### src/rtl/decay_sched.sv
// decay_sched: neuron synaptic-current bank with a pipelined decay sweep.
//
// Holds N_NEURONS signed 17-bit currents. A tick starts a sweep that feeds
// the bank to an external decay datapath two neurons per cycle (even/odd
// pair) and writes the decayed results back LAT cycles later. Between
// sweeps the bank accepts saturating current injections.
//
// Ports:
//   clk, rst_n            clock, asynchronous active-low reset
//   tick                  request one decay sweep
//   decay_cfg             decay constant, captured when a sweep starts
//   inj_valid/inj_ready   injection handshake (ready only while idle)
//   inj_addr, inj_val     injection target and signed current to add
//   rd_addr, rd_data      combinational read port of the bank
//   dp_write              issue strobe to the decay datapath
//   dp_decay              latched decay constant during issue
//   dp_curr_in1/2         even/odd neuron currents during issue
//   dp_i_prime1/2         decayed even/odd results, LAT cycles after issue
//   busy                  sweep in progress
//   done                  one-cycle pulse after a sweep completes
//   overrun               one-cycle pulse when a tick is dropped
module decay_sched #(
  parameter int N_NEURONS = 16,
  parameter int AW        = 4,
  parameter int LAT       = 1
) (
  input  logic                 clk,
  input  logic                 rst_n,
  input  logic                 tick,
  input  logic [16:0]          decay_cfg,
  input  logic                 inj_valid,
  output logic                 inj_ready,
  input  logic [AW-1:0]        inj_addr,
  input  logic signed [16:0]   inj_val,
  input  logic [AW-1:0]        rd_addr,
  output logic signed [16:0]   rd_data,
  output logic                 dp_write,
  output logic [16:0]          dp_decay,
  output logic signed [16:0]   dp_curr_in1,
  output logic signed [16:0]   dp_curr_in2,
  input  logic signed [16:0]   dp_i_prime1,
  input  logic signed [16:0]   dp_i_prime2,
  output logic                 busy,
  output logic                 done,
  output logic                 overrun
);

  localparam int NPAIR = N_NEURONS / 2;
  localparam int PW    = AW - 1;
  localparam int CW    = (LAT > 1) ? $clog2(LAT) : 1;
  localparam logic [PW-1:0] PAIR_LAST  = PW'(NPAIR - 1);
  localparam logic [CW-1:0] DRAIN_LAST = CW'(LAT - 1);

  typedef enum logic [1:0] {IDLE, ISSUE, DRAIN} state_t;

  // Signed add clamped to the 17-bit range [-65536, 65535].
  function automatic logic signed [16:0] sat_add(input logic signed [16:0] a,
                                                 input logic signed [16:0] b);
    logic signed [17:0] s;
    s = 18'({a[16], a}) + 18'({b[16], b});
    if (s > 18'sd65535)       return 17'h0FFFF;
    else if (s < -18'sd65536) return 17'h10000;
    else                      return s[16:0];
  endfunction

  state_t                state_q, state_d;
  logic [PW-1:0]         pair_q, pair_d;
  logic [CW-1:0]         drain_q, drain_d;
  logic [16:0]           decay_q, decay_d;
  logic                  pending_q, pending_d;
  logic                  done_q, done_d;
  logic                  overrun_q, overrun_d;
  logic signed [16:0]    bank_q [N_NEURONS];
  logic signed [16:0]    bank_d [N_NEURONS];
  logic [LAT-1:0]        wb_vld_q, wb_vld_d;
  logic [PW-1:0]         wb_idx_q [LAT];
  logic [PW-1:0]         wb_idx_d [LAT];
  logic                  issuing;

  assign issuing = (state_q == ISSUE);

  // Issue stage: control sequencing, injections and writebacks.
  // Injections only happen in IDLE and writebacks only while busy, so the
  // two bank write sources never collide.
  always_comb begin
    state_d   = state_q;
    pair_d    = pair_q;
    drain_d   = drain_q;
    decay_d   = decay_q;
    pending_d = pending_q;
    done_d    = 1'b0;
    overrun_d = 1'b0;
    bank_d    = bank_q;

    case (state_q)
      IDLE: begin
        if (inj_valid) begin
          bank_d[inj_addr] = sat_add(bank_q[inj_addr], inj_val);
        end
        if (tick || pending_q) begin
          state_d   = ISSUE;
          pair_d    = '0;
          decay_d   = decay_cfg;
          pending_d = 1'b0;
        end
      end
      ISSUE: begin
        pair_d = pair_q + 1'b1;
        if (pair_q == PAIR_LAST) begin
          state_d = DRAIN;
          drain_d = '0;
        end
      end
      DRAIN: begin
        drain_d = drain_q + 1'b1;
        if (drain_q == DRAIN_LAST) begin
          state_d = IDLE;
          done_d  = 1'b1;
        end
      end
      default: state_d = IDLE;
    endcase

    // Only one sweep can be queued; a further tick is reported and dropped.
    if (state_q != IDLE && tick) begin
      if (pending_q) overrun_d = 1'b1;
      else           pending_d = 1'b1;
    end

    if (wb_vld_q[LAT-1]) begin
      bank_d[{wb_idx_q[LAT-1], 1'b0}] = dp_i_prime1;
      bank_d[{wb_idx_q[LAT-1], 1'b1}] = dp_i_prime2;
    end
  end

  // Writeback tracking: the pair index follows the datapath latency.
  always_comb begin
    wb_vld_d    = '0;
    wb_vld_d[0] = issuing;
    wb_idx_d[0] = pair_q;
    for (int i = 1; i < LAT; i++) begin
      wb_vld_d[i] = wb_vld_q[i-1];
      wb_idx_d[i] = wb_idx_q[i-1];
    end
  end

  always_ff @(posedge clk or negedge rst_n) begin
    if (!rst_n) begin
      state_q   <= IDLE;
      pair_q    <= '0;
      drain_q   <= '0;
      decay_q   <= '0;
      pending_q <= 1'b0;
      done_q    <= 1'b0;
      overrun_q <= 1'b0;
      wb_vld_q  <= '0;
      for (int i = 0; i < N_NEURONS; i++) bank_q[i] <= '0;
    end else begin
      state_q   <= state_d;
      pair_q    <= pair_d;
      drain_q   <= drain_d;
      decay_q   <= decay_d;
      pending_q <= pending_d;
      done_q    <= done_d;
      overrun_q <= overrun_d;
      wb_vld_q  <= wb_vld_d;
      for (int i = 0; i < N_NEURONS; i++) bank_q[i] <= bank_d[i];
    end
  end

  // Pair indices are qualified by wb_vld_q, so they need no reset.
  always_ff @(posedge clk) begin
    for (int i = 0; i < LAT; i++) wb_idx_q[i] <= wb_idx_d[i];
  end

  // Output stage: datapath operands are forced to zero outside ISSUE.
  assign inj_ready   = (state_q == IDLE);
  assign busy        = (state_q != IDLE);
  assign done        = done_q;
  assign overrun     = overrun_q;
  assign dp_write    = issuing;
  assign dp_decay    = issuing ? decay_q : '0;
  assign dp_curr_in1 = issuing ? bank_q[{pair_q, 1'b0}] : '0;
  assign dp_curr_in2 = issuing ? bank_q[{pair_q, 1'b1}] : '0;
  assign rd_data     = bank_q[rd_addr];

endmodule

### config.mk
export PLATFORM = sky130hd
export DESIGN_NAME = decay_sched
export DESIGN_NICKNAME = d
export VERILOG_FILES = /design/src/rtl/decay_sched.sv
export SDC_FILE = /design/constraint.sdc
export NUM_CORES = 1
export LEC_CHECK = 0
export ABC_AREA = 0
export CAP_MARGIN = 10
export CORE_MARGIN = 2
export CORE_UTILIZATION = 35
export CTS_BUF_LIST = sky130_fd_sc_hd__clkbuf_8 sky130_fd_sc_hd__clkbuf_16
export DETAILED_ROUTE_END_ITERATION = 7
export DONT_BUFFER_PORTS = 1
export PLACE_DENSITY = 0.59
export RECOVER_POWER = 25
export SLEW_MARGIN = 30
export SYNTH_ARGS = -nofsm -noshare
export SYNTH_HDL_FRONTEND = slang
export SYNTH_SLANG_ARGS = --single-unit
### constraint.sdc
create_clock -name clk -period 12.5 [get_ports clk]
set_input_delay 1.875 -clock clk [delete_from_list [all_inputs] [get_ports clk]]
set_output_delay 1.875 -clock clk [all_outputs]
set_load 0.01 [all_outputs]
==> results of run 1 <==
==> critical path: stages, from the launching register on <==
cell	delay, ns
dfrtp_4	0.39
clkbuf_1	3.59
mux4_2	0.87
mux2i_1	0.18
nor2_1	0.51
==> cells by family (layout without fill, tap and decap cells) <==
| kind of cell | count (synthesis) | count (layout) | share of synthesized area |
|---|---|---|---|
| compound gates | 605 | 605 | 0.160 |
| xor+xnor | 13 | 13 | 0.00576 |
| fa+ha+maj | 28 | 28 | 0.0165 |
| buf+inv | 241 | 126 | 0.0442 |
| flops | 302 | 302 | 0.358 |
| mux | 272 | 272 | 0.271 |
| other cells | 0 | 4 | 0 |
| simple gates | 717 | 717 | 0.145 |
==> worst max path at each step <==
stage / slack [ns] / end / cells past startpoint / start
floorplan: 6.10 / bank_q[104] / 16 / inj_addr[0]
global placement: 5.80 / bank_q[184] / 13 / inj_addr[0]
detailed placement: 6.18 / bank_q[269] / 13 / inj_addr[0]
CTS: 6.79 / bank_q[269] / 13 / inj_addr[0]
global route: 4.44 / dp_curr_in2[4] / 4 / pair_q[1]
finish: 4.34 / dp_curr_in2[0] / 4 / pair_q[1]
==> per-stage QoR <==
stage	instance area, µm²	setup slack (ns)	total power [µW]	utilization
after floorplan	21100	6.10	4610	-
after global placement	21600	5.80	5510	0.365
after detailed placement	21600	6.18	5630	0.365
after CTS	22900	6.79	6790	0.387
after global routing	22900	4.44	7270	0.387
final	22900	4.34	6910	0.387
==> layer usage <==
layer  GRT usage  routed length [µm]  vias up
li1            -                   -     7684
met1       0.338               31100     9410
met2       0.431               39500     1334
met3       0.103               11200      355
met4       0.174                6390        6
met5           0                  35        -
==> report_power, final <==
group          internal (µW)  total [µW]  switching (µW)  leakage, µW
clock network            688        1160             467     0.000653
logic                   1600        3750            2150      0.00449
registers               1470        2000             535      0.00357
==> Yosys cell counts, types with 19 or more instances <==
| library cell | count | area share |
|---|---|---|
| nand3_1 | 42 | 0.010 |
| dfrtp_1 | 299 | 0.36 |
| and3_1 | 37 | 0.011 |
| mux2i_1 | 34 | 0.016 |
| nor2_1 | 296 | 0.053 |
| o21ai_1 | 61 | 0.014 |
| mux4_2 | 238 | 0.25 |
| and2_1 | 21 | 0.0062 |
| o21a_1 | 19 | 0.0068 |
| ha_1 | 19 | 0.011 |
| nand2_1 | 265 | 0.047 |
| buf_1 | 71 | 0.013 |
| o21ai_0 | 192 | 0.046 |
| clkbuf_1 | 141 | 0.025 |
| a21oi_1 | 251 | 0.060 |
| buf_2 | 19 | 0.0045 |
==> final cells by class <==
cell class | instances | area [µm²] | area share
Tap cell | 773 | 967 | 0.0422
Clock inverter | 17 | 169 | 0.00737
Antenna cell | 4 | 10.0 | 0.000437
Sequential cell | 302 | 7550 | 0.330
Inverter | 9 | 33.8 | 0.00147
Multi-Input combinational cell | 1635 | 12700 | 0.554
Clock buffer | 49 | 1110 | 0.0486
Timing Repair Buffer | 51 | 379 | 0.0165
==> state kept, by name (all words and copies together) (netlist names) <==
| name | count |
|---|---|
| state_q | 2 |
| pair_q | 3 |
| done | 1 |
| bank_q | 272 |
| overrun | 1 |
| decay_q | 17 |
| wb_vld_q | 1 |
| pending_q | 1 |
| drain_q | 1 |
| wb_idx_q | 3 |
==> run summary, run 1 <==
CTS root buf -> clkbuf_16
Mapped Cells -> 2,178
Detailed Route WL -> 88,300 µm
DRT Pass-1 Iters -> 8
# rows -> 89
top_reg_cell synth -> dfrtp_1
Slew Limit Fails -> 110
CTS tree -> yes
CTS Sinks -> 302
Syn-to-layout area delta -> 8.77%
crit path kind -> register to output pin
Initial DRC Count -> 2,577
Final setup viols -> 0
critical path endpoint category -> output pin
slew margin rel. -> -2.49
f_max -> 123 MHz
CP required -> 10.62 ns
CTS clk-pin slew, worst paths -> 0.06 ns
post-DR wirelength/cell -> 31.1 µm
Slew @ Worst Pin -> 5.23 ns
worst reg2reg path endpoint -> drain_q
syn nets -> 2,278
status -> finished with violations
sequential fraction of the synthesis area -> 0.358
leakage -> 0.00871 µW
Detail Placement HPWL -> 54,800 µm
number of flops mapped to enable cells by yosys -> 0
vias in the first global route -> 18,700
Post-CTS Setup Inserts -> 0
fin crit share -> 0.653
Num CTS Buffers -> 37
Layout Cells excl Fill -> 2,840
most frequent cells in the layout -> dfrtp_1, nor2_1, nand2_1
FF-to-FF setup slack -> 7.23 ns
failing checks -> max-capacitance violations, max-slew violations
min-delay worst type -> register to register
layout cells sized above 1 -> 0.193
R2R Path Start -> pair_q[1]
worst-case clock skew -> 0.0231 ns
mean post-synth cell area -> 9.67 µm²
placed insts -> 2,770
peak supply drop -> 0.196 mV
Setup TNS -> 0 ns
Mapped Area -> 21,100 µm²
overall routing resource usage -> 0.282
CP Max Fanout -> 71
HP Start -> decay_q[4]
Clock H-tree levels -> 2
# hold bufs at CTS -> 0
Core Box Area -> 59,200 µm²
chip width -> 249 µm
cts repair resizes -> 0
final-report hold violation count -> 0
asr flop ratio synth -> 0.990
distinct cell type count after synthesis -> 60
port buffer count -> 0
WHS Path Cells -> 2
Die ar. -> 62,200 µm²
vias per inst -> 6.62
remaining antenna violation count -> 0
commonest non-fill, non-tap cell in the layout -> dfrtp_1
max_cap viols -> 2
total gr overflow -> 0
Final #Nets -> 2,136
largest net degree at the start of global routing -> 300
IO Count -> 153
flop and latch count out of synthesis -> 302
first-pass GRT wire length -> 129,000 µm
Min Hold Slack -> 0.475 ns
Worst-Skew Late Latency -> 0.58 ns
CP Data Arrival Time -> 6.28 ns
pwr dens -> 301 nW/µm²
RePlAce Congestion -> 0.954
initial antenna violation count -> 5
Yosys Warn Count -> 0
Tmin final -> 8.16 ns
die height -> 249 µm
RSZ-0062 raised after global routing -> false
starting density of the core -> 0.356
Hold Path End -> decay_q[4]
Remaining DRCs -> 0
CTS Buffer Depth -> 3
CP Launch Type -> register
worst r2r path cells -> 6
via count -> 18,800
Fill cells -> 5,770
Power figures use the tool's default switching activity.
==> run 2: changes to the inputs <==
Settings changed: PLACE_DENSITY 0.59 to 0.61.
Clock period 12.5 ns to 6.6 ns, I/O delays scaled along.
==> run summary, run 2 (same netlist as run 1, synthesis figures left out) <==
starting density of the core -> 0.356
Num CTS Buffers -> 36
layout cells sized above 1 -> 0.191
status -> finished clean
CTS tree -> yes
largest net degree at the start of global routing -> 300
post-DR wirelength/cell -> 30.8 µm
Syn-to-layout area delta -> 8.71%
total power -> 13,000 µW
Clock H-tree levels -> 2
final-report hold violation count -> 0
port buffer count -> 0
IO Count -> 153
RePlAce Congestion -> 0.924
f_max -> 218 MHz
pwr dens -> 568 nW/µm²
Slew @ Worst Pin -> 1.04 ns
die height -> 249 µm
Detailed Route WL -> 87,500 µm
fin crit share -> 0.695
leakage -> 0.00872 µW
Remaining DRCs -> 0
first-pass GRT wire length -> 128,000 µm
Core Box Area -> 59,200 µm²
CP Launch Type -> input port
Detail Placement HPWL -> 54,100 µm
total gr overflow -> 0
CTS root buf -> clkbuf_16
crit path kind -> input port to register
Final setup viols -> 0
vias in the first global route -> 18,900
CTS Sinks -> 302
CP Max Fanout -> 75
via count -> 19,000
vias per inst -> 6.70
Tmin final -> 4.59 ns
critical path endpoint category -> register
fin util -> 0.387
peak supply drop -> 0.312 mV
Top reg by flops -> bank_q
Worst-Skew Late Latency -> 0.57 ns
most frequent cells in the layout -> dfrtp_1, nor2_1, nand2_1
Final #Nets -> 2,137
Slew Limit Fails -> 0
# rows -> 89
max_cap viols -> 0
Top Registers -> bank_q x272, decay_q x17
Post-CTS Setup Inserts -> 0
overall routing resource usage -> 0.278
DRT Pass-1 Iters -> 6
initial antenna violation count -> 3
# hold bufs at CTS -> 0
Die ar. -> 62,200 µm²
min-delay worst type -> input port to async pin
slew margin rel. -> 0.303
R2R Path Start -> bank_q[72]
Worst Setup SP -> inj_addr[0]
CTS clk-pin slew, worst paths -> 0.06 ns
RSZ-0062 raised after global routing -> false
Initial DRC Count -> 2,536
max FFs per register -> 272
remaining antenna violation count -> 0
CTS Buffer Depth -> 3
CP required -> 7.10 ns
Setup TNS -> 0 ns
worst-case clock skew -> 0.0228 ns
cts repair resizes -> 0
chip width -> 249 µm
CP Data Arrival Time -> 5.09 ns
commonest non-fill, non-tap cell in the layout -> dfrtp_1
run 2: through the flow:
stage	std cells	cell area, µm²	setup WS (ns)	hold WS (ns)
finish	2839	22900	2.01	0.180
global route	2836	22900	1.86	0.151
CTS	2836	22900	2.13	0.139
detailed placement	2772	21600	1.57	0.454
global placement	2771	21600	1.51	0.449
floorplan	2178	21100	1.09	0.369
run 2: area by class of cell:
class / count / area (µm²)
inverters: 9 / 33.8
well taps: 773 / 967
clock inverters: 15 / 153
multi-input cells: 1635 / 12700
fillers: 5727 / 36300
flip-flops and latches: 302 / 7550
diodes: 3 / 7.51
clock buffers: 49 / 1090
repair buffers: 53 / 418
run 2: metal layers:
metal  vias up  GRT usage  share of wire
met5         -          0        0.00030
met3       361      0.108           0.15
met4         4      0.169          0.069
li1       7686          -              -
met1      9458      0.348           0.35
met2      1519      0.404           0.42
run 2: critical path: stages:
cell,delay [ns]
mux4_2,0.50
mux4_2,0.54
ha_1,0.39
and2_1,0.18
nand3b_1,0.16
a211oi_1,0.56
o211ai_1,0.26
nand2_1,0.11
buf_4,0.36
nand2_4,0.23
a21boi_4,0.48
a221o_1,0.25
run 2: path summary, 6_finish.rpt:
check / to / slack, ns / cells past startpoint
max in group asynchronous: bank_q[10] / 5.86 / 0
max: bank_q[257] / 2.01 / 12
min reg2reg: decay_q[9] / 0.46 / 2
max reg2reg: bank_q[257] / 2.08 / 12
min in group clk: decay_q[9] / 0.46 / 2
min: bank_q[217] / 0.18 / 0
run 2: where the power goes:
part	total [µW]	internal, µW	switching (µW)
combinational	7060	2950	4110
clock	2130	1270	863
sequential	3810	2780	1040
total	13000	6990	6020
